==> src/rtl/des_pkg.sv <==
// Shared types and constants for the DES expansion/key-mix front end.
// DES_EXPAND_MIX_PARITY_EN adds per-chunk parity to the beat payload.
package des_pkg;

    localparam int unsigned R_WIDTH     = 32;
    localparam int unsigned K_WIDTH     = 48;
    localparam int unsigned CHUNK_WIDTH = 6;
    localparam int unsigned NUM_CHUNKS  = K_WIDTH / CHUNK_WIDTH;
    localparam int unsigned NUM_ROUNDS  = 16;
    localparam int unsigned ROUND_WIDTH = $clog2(NUM_ROUNDS);

    // Expansion table: output bit i (DES numbering, 1-based) takes R bit E_TABLE[i-1]
    localparam int unsigned E_TABLE [K_WIDTH] = '{
        32,  1,  2,  3,  4,  5,
         4,  5,  6,  7,  8,  9,
         8,  9, 10, 11, 12, 13,
        12, 13, 14, 15, 16, 17,
        16, 17, 18, 19, 20, 21,
        20, 21, 22, 23, 24, 25,
        24, 25, 26, 27, 28, 29,
        28, 29, 30, 31, 32,  1
    };

    typedef logic [CHUNK_WIDTH-1:0] sbox_idx_t;

    typedef struct packed {
        logic [K_WIDTH-1:0]     sbox_in;
        logic [ROUND_WIDTH-1:0] round_idx;
        logic                   last_round;
`ifdef DES_EXPAND_MIX_PARITY_EN
        logic [NUM_CHUNKS-1:0]  chunk_par;
`endif
    } mix_beat_t;

endpackage

==> src/rtl/des_skid_reg.sv <==
// One-entry skid buffer over mix_beat_t; in_ready is registered and
// never depends combinationally on out_ready.
module des_skid_reg
    import des_pkg::*;
(
    input  logic      clk,
    input  logic      rst,
    input  logic      in_valid,
    output logic      in_ready,
    input  mix_beat_t in_data,
    output logic      out_valid,
    input  logic      out_ready,
    output mix_beat_t out_data
);

    logic      skid_valid;
    mix_beat_t skid_data;

    logic      accept_c;
    logic      main_valid_n;
    logic      skid_valid_n;
    mix_beat_t main_data_n;
    mix_beat_t skid_data_n;

    assign accept_c = in_valid && in_ready;

    // Main refills from skid first, otherwise from the input; skid only
    // captures when main is stuck.
    always_comb begin
        main_valid_n = out_valid;
        main_data_n  = out_data;
        skid_valid_n = skid_valid;
        skid_data_n  = skid_data;
        if (!out_valid || out_ready) begin
            if (skid_valid) begin
                main_valid_n = 1'b1;
                main_data_n  = skid_data;
                skid_valid_n = 1'b0;
            end else begin
                main_valid_n = accept_c;
                if (accept_c) begin
                    main_data_n = in_data;
                end
            end
        end else if (accept_c) begin
            skid_valid_n = 1'b1;
            skid_data_n  = in_data;
        end
    end

    always_ff @(posedge clk) begin
        if (rst) begin
            out_valid  <= 1'b0;
            out_data   <= '0;
            skid_valid <= 1'b0;
            skid_data  <= '0;
            in_ready   <= 1'b1;
        end else begin
            out_valid  <= main_valid_n;
            out_data   <= main_data_n;
            skid_valid <= skid_valid_n;
            skid_data  <= skid_data_n;
            in_ready   <= !skid_valid_n;
        end
    end

endmodule

==> src/rtl/des_expand_mix.sv <==
// DES round front end: E expansion of R, XOR with subkey, round tagging,
// registered through a skid stage. DES_EXPAND_MIX_PARITY_EN adds chunk_par.
module des_expand_mix
    import des_pkg::*;
(
    input  logic        clk,
    input  logic        rst,
    input  logic        in_valid,
    output logic        in_ready,
    input  logic        in_first,
    input  logic [31:0] r_in,
    input  logic [47:0] subkey,
    output logic        out_valid,
    input  logic        out_ready,
    output logic [47:0] sbox_in,
    output logic [3:0]  round_idx,
`ifdef DES_EXPAND_MIX_PARITY_EN
    output logic [7:0]  chunk_par,
`endif
    output logic        last_round
);

    logic [K_WIDTH-1:0]     expanded_c;
    logic [K_WIDTH-1:0]     mixed_c;
    logic [ROUND_WIDTH-1:0] round_cnt;
    logic [ROUND_WIDTH-1:0] beat_round_c;
    logic                   accept_c;
    mix_beat_t              in_beat_c;
    mix_beat_t              out_beat;

    // DES bit n lives at vector bit (width - n)
    always_comb begin
        expanded_c = '0;
        for (int i = 0; i < K_WIDTH; i++) begin
            expanded_c[6'(K_WIDTH - 1 - i)] = r_in[5'(R_WIDTH - E_TABLE[i])];
        end
        mixed_c = expanded_c ^ subkey;
    end

    assign accept_c     = in_valid && in_ready;
    assign beat_round_c = in_first ? '0 : round_cnt;

    always_ff @(posedge clk) begin
        if (rst) begin
            round_cnt <= '0;
        end else if (accept_c) begin
            round_cnt <= beat_round_c + ROUND_WIDTH'(1);
        end
    end

    always_comb begin
        in_beat_c            = '0;
        in_beat_c.sbox_in    = mixed_c;
        in_beat_c.round_idx  = beat_round_c;
        in_beat_c.last_round = (beat_round_c == ROUND_WIDTH'(NUM_ROUNDS - 1));
`ifdef DES_EXPAND_MIX_PARITY_EN
        for (int j = 0; j < NUM_CHUNKS; j++) begin
            in_beat_c.chunk_par[3'(j)] =
                ^sbox_idx_t'(mixed_c[6'(j * CHUNK_WIDTH) +: CHUNK_WIDTH]);
        end
`endif
    end

    des_skid_reg u_skid (
        .clk       (clk),
        .rst       (rst),
        .in_valid  (in_valid),
        .in_ready  (in_ready),
        .in_data   (in_beat_c),
        .out_valid (out_valid),
        .out_ready (out_ready),
        .out_data  (out_beat)
    );

    assign sbox_in    = out_beat.sbox_in;
    assign round_idx  = out_beat.round_idx;
    assign last_round = out_beat.last_round;
`ifdef DES_EXPAND_MIX_PARITY_EN
    assign chunk_par  = out_beat.chunk_par;
`endif

endmodule

==> config.mk <==
export PLATFORM = sky130hd
export DESIGN_NAME = des_expand_mix
export DESIGN_NICKNAME = d
export VERILOG_FILES = /design/src/rtl/des_pkg.sv /design/src/rtl/des_skid_reg.sv /design/src/rtl/des_expand_mix.sv
export SDC_FILE = /design/constraint.sdc
export NUM_CORES = 1
export LEC_CHECK = 0
export BUFFER_PORTS_ARGS = -buffer_cell sky130_fd_sc_hd__buf_2
export CORE_MARGIN = 2
export CORE_UTILIZATION = 57
export CTS_CLUSTER_SIZE = 8
export DETAILED_ROUTE_END_ITERATION = 8
export HOLD_SLACK_MARGIN = 0.12
export PLACE_DENSITY_LB_ADDON = 0.1
export SYNTH_ARGS = -nofsm -noshare
export SYNTH_HDL_FRONTEND = slang
export SYNTH_HIERARCHICAL = 1
export SYNTH_SLANG_ARGS = --single-unit
==> constraint.sdc <==
create_clock -name clk -period 2.36 [get_ports clk]
set_clock_uncertainty 0.05 [all_clocks]
set_input_delay 0.708 -clock clk [delete_from_list [all_inputs] [get_ports clk]]
set_output_delay 0.708 -clock clk [all_outputs]
set_load 0.03 [all_outputs]
==> results.json <==
{
  "drt-pass1-iter-count": 4,
  "period_minus_slack_ns": 2.06,
  "critPathLaunchType": "flip-flop",
  "setup_viol": 0,
  "final_cells": 804,
  "end_kind": "primary output",
  "place_inst": 772,
  "num_rows": 35,
  "finalHoldViolCount": 0,
  "reg2reg_setup_slack_ns": 0.49,
  "post_cts_buffers": 0,
  "p_comb_share_pct": 15.9,
  "seq_power_share_pct": 37.8,
  "drc": 0,
  "drive_gt1_share_pct": 34.5,
  "viasPerCell": 5.50,
  "drtAntennaViolNets": 0,
  "rsz0062_at_grt": "false",
  "cts_root_buffer": "clkbuf_8",
  "synth_top_area_share_pct": 42.8,
  "cts_buffers": 17,
  "yosys-top-cells-area": "dfxtp_1 43%, a211oi_2 12%, a21oi_1 11%, mux2i_1 10%, xor2_1 7.9%",
  "pin_count": 140,
  "yosysUniqueCellTypes": 31,
  "place_congestion": 0.740,
  "maxCapViolations": 0,
  "grt_pass1_vias": 4424,
  "diodes": 0,
  "drt_iter0_markers": 165,
  "cp.arrival_ns": 1.30,
  "ctsResizeCount": 0,
  "p_leak_nw": 2.57,
  "wl_per_cell_um": 15.6,
  "worstMarginPinSlew_ns": 0.913,
  "cts-htree-levels": 4,
  "switchingPower_mw": 1.52,
  "synth_edf_count": 0,
  "async_reset_ff_share_pct": 0,
  "path_delay_family": "flip-flops",
  "syn_avg_cell_area_sq_um": 9.50,
  "postCtsHoldBufs": 0,
  "clk_latency_ns": 0.50,
  "yosys.area.top_type": "dfxtp_1",
  "die_h_um": 100,
  "syn_to_final_growth_pct": 24.0,
  "multi_input_area_sq_um": 2730,
  "ys_seq_area_share_pct": 42.8,
  "maxSlewViolCount": 0,
  "clk_pin_slew_ns": 0.06,
  "ys_warn_count": 6,
  "synth_fp_nets": 643,
  "start_util_pct": 58.1,
  "dp_hpwl_um": 7590,
  "grt_usage_pct": 25.3,
  "fp.dieW_um": 100,
  "crit_type": "flip-flop to primary output",
  "clock_sink_count": 113,
  "syn_inst": 557,
  "die-area_sq_um": 10100,
  "io_buffer_count": 139,
  "finalNetCount": 766,
  "peakVddDrop_mv": 0.596,
  "p_clk_share_pct": 46.3,
  "drt_wl_total_um": 12600,
  "power.internal_mw": 4.00,
  "synth.cell_area_sq_um": 5290,
  "antenna_found_initial": 0,
  "slew_headroom_pct": 39.1,
  "fill_cells": 733,
  "final_common_cell": "buf_2",
  "grt_overflow": 0,
  "final.period_utilization_pct": 87.4,
  "core_area_sq_um": 9110,
  "setup_tns_ns": 0,
  "status": "finished, final reports clean",
  "ys_ff_latch": 113,
  "grt_max_degree": 55,
  "seq_area_sq_um": 2270,
  "cts_buffer_depth": 2,
  "p_per_area_nw_per_um2": 840,
  "num_vias": 4421,
  "cts_tree": "yes",
  "grt_pass1_wl_um": 20500,
  "critPathMaxFanout": 10,
  "path_cells": "buf_2",
  "max_freq_mhz": 485,
  "max_stage_delay_ns": 0.52,
  "synth-main-ff-cell": "dfxtp_1",
  "cp.buffers_inverters": 1,
  "cp_slowest_cell": "dfxtp_1",
  "hp-class": "flip-flop to flip-flop",
  "mostFrequentLayoutCells": "138 x buf_2, 112 x a21oi_1, 112 x dfxtp_1, 107 x nand2_1, 53 x mux2i_1",
  "netSwitchingFraction_pct": 27.5,
  "cp.required_ns": 1.60
}
-- Yosys cell counts (2+ instances only) --
master / number
o21ai_0: 2
buf_12: 6
dfxtp_1: 113
mux2i_1: 53
nand2_1: 107
a211oi_2: 50
nor2b_1: 4
buf_2: 12
clkbuf_1: 26
a21oi_1: 112
xor2_1: 48
nand3_1: 2
buf_6: 2
a211oi_1: 3
-- cell families (layout without fill, tap and decap cells) --
family	Yosys count	in the layout	synth area share [%]
AND/OR/NAND/NOR	124	124	9.74
adder cells (fa/ha/maj)	1	1	0.236
flip-flops	113	113	42.8
multiplexers	53	53	10.0
AO/OA/AOI/OAI	170	170	23.5
XOR/XNOR	48	48	7.95
buffers and inverters	48	184	5.82
-- power by group through the flow --
stage	Sequential, mW	Combinational, mW	Clock [mW]
CTS	2.08	0.880	2.58
detailed placement	2.12	0.874	0
global placement	2.12	0.851	0
global route	2.10	0.946	2.68
finish	2.08	0.876	2.55
floorplan	2.29	0.465	0
-- registers in the layout, summed over array words and instances (netlist names) --
signal	cells
u_skid/out_data	53
u_skid/skid_data	53
round_cnt	4
u_skid/in_ready	1
u_skid/out_valid	1
u_skid/skid_valid	1
-- cell type report --
class | instances | area share, %
multi-input combinational | 396 | 41.5
sequential | 113 | 34.5
clock buffer | 19 | 6.75
tap | 111 | 2.12
clock inverter | 13 | 2.44
timing repair buffer | 151 | 12.6
inverter | 1 | 0.0572
-- path summary, 6_finish.rpt --
path,from,endpoint,cells after the start
hold reg to reg,u_skid/skid_data[50],u_skid/skid_data[50],2
setup / recovery,u_skid/in_ready,in_ready,1
setup reg to reg,u_skid/in_ready,u_skid/out_data[20],3
hold / removal,u_skid/skid_data[50],u_skid/skid_data[50],2
-- worst min-delay path, delay by kind of cell (launching register included) --
family             cells  cell delay, ns
DFF                    1            0.30
AOI/OAI and AO/OA      1            0.05
and+or+nand+nor        1            0.05
-- routing by layer --
| metal | GRT usage [%] | wire length, um | vias up |
|---|---|---|---|
| met1 | 30.6 | 5350 | 2106 |
| met4 | 6.74 | 111 | 0 |
| li1 | - | - | 2188 |
| met3 | 6.34 | 693 | 10 |
| met5 | 0 | 0 | - |
| met2 | 44.7 | 6420 | 117 |
-- per-stage QoR --
stage               utilization [%]  power [mW]  hold WS (ns)  instance area (sq um)  setup WS, ns
global route                   72.1        5.72         0.423                   6560         0.214
finish                         72.1        5.52         0.403                   6560         0.298
floorplan                         -        2.75         0.386                   5290         0.675
global placement               65.4        2.97         0.391                   5960         0.215
CTS                            72.1        5.54         0.404                   6560         0.290
detailed placement             65.4        3.00         0.397                   5960         0.178
(Power assumes the default switching activity.)
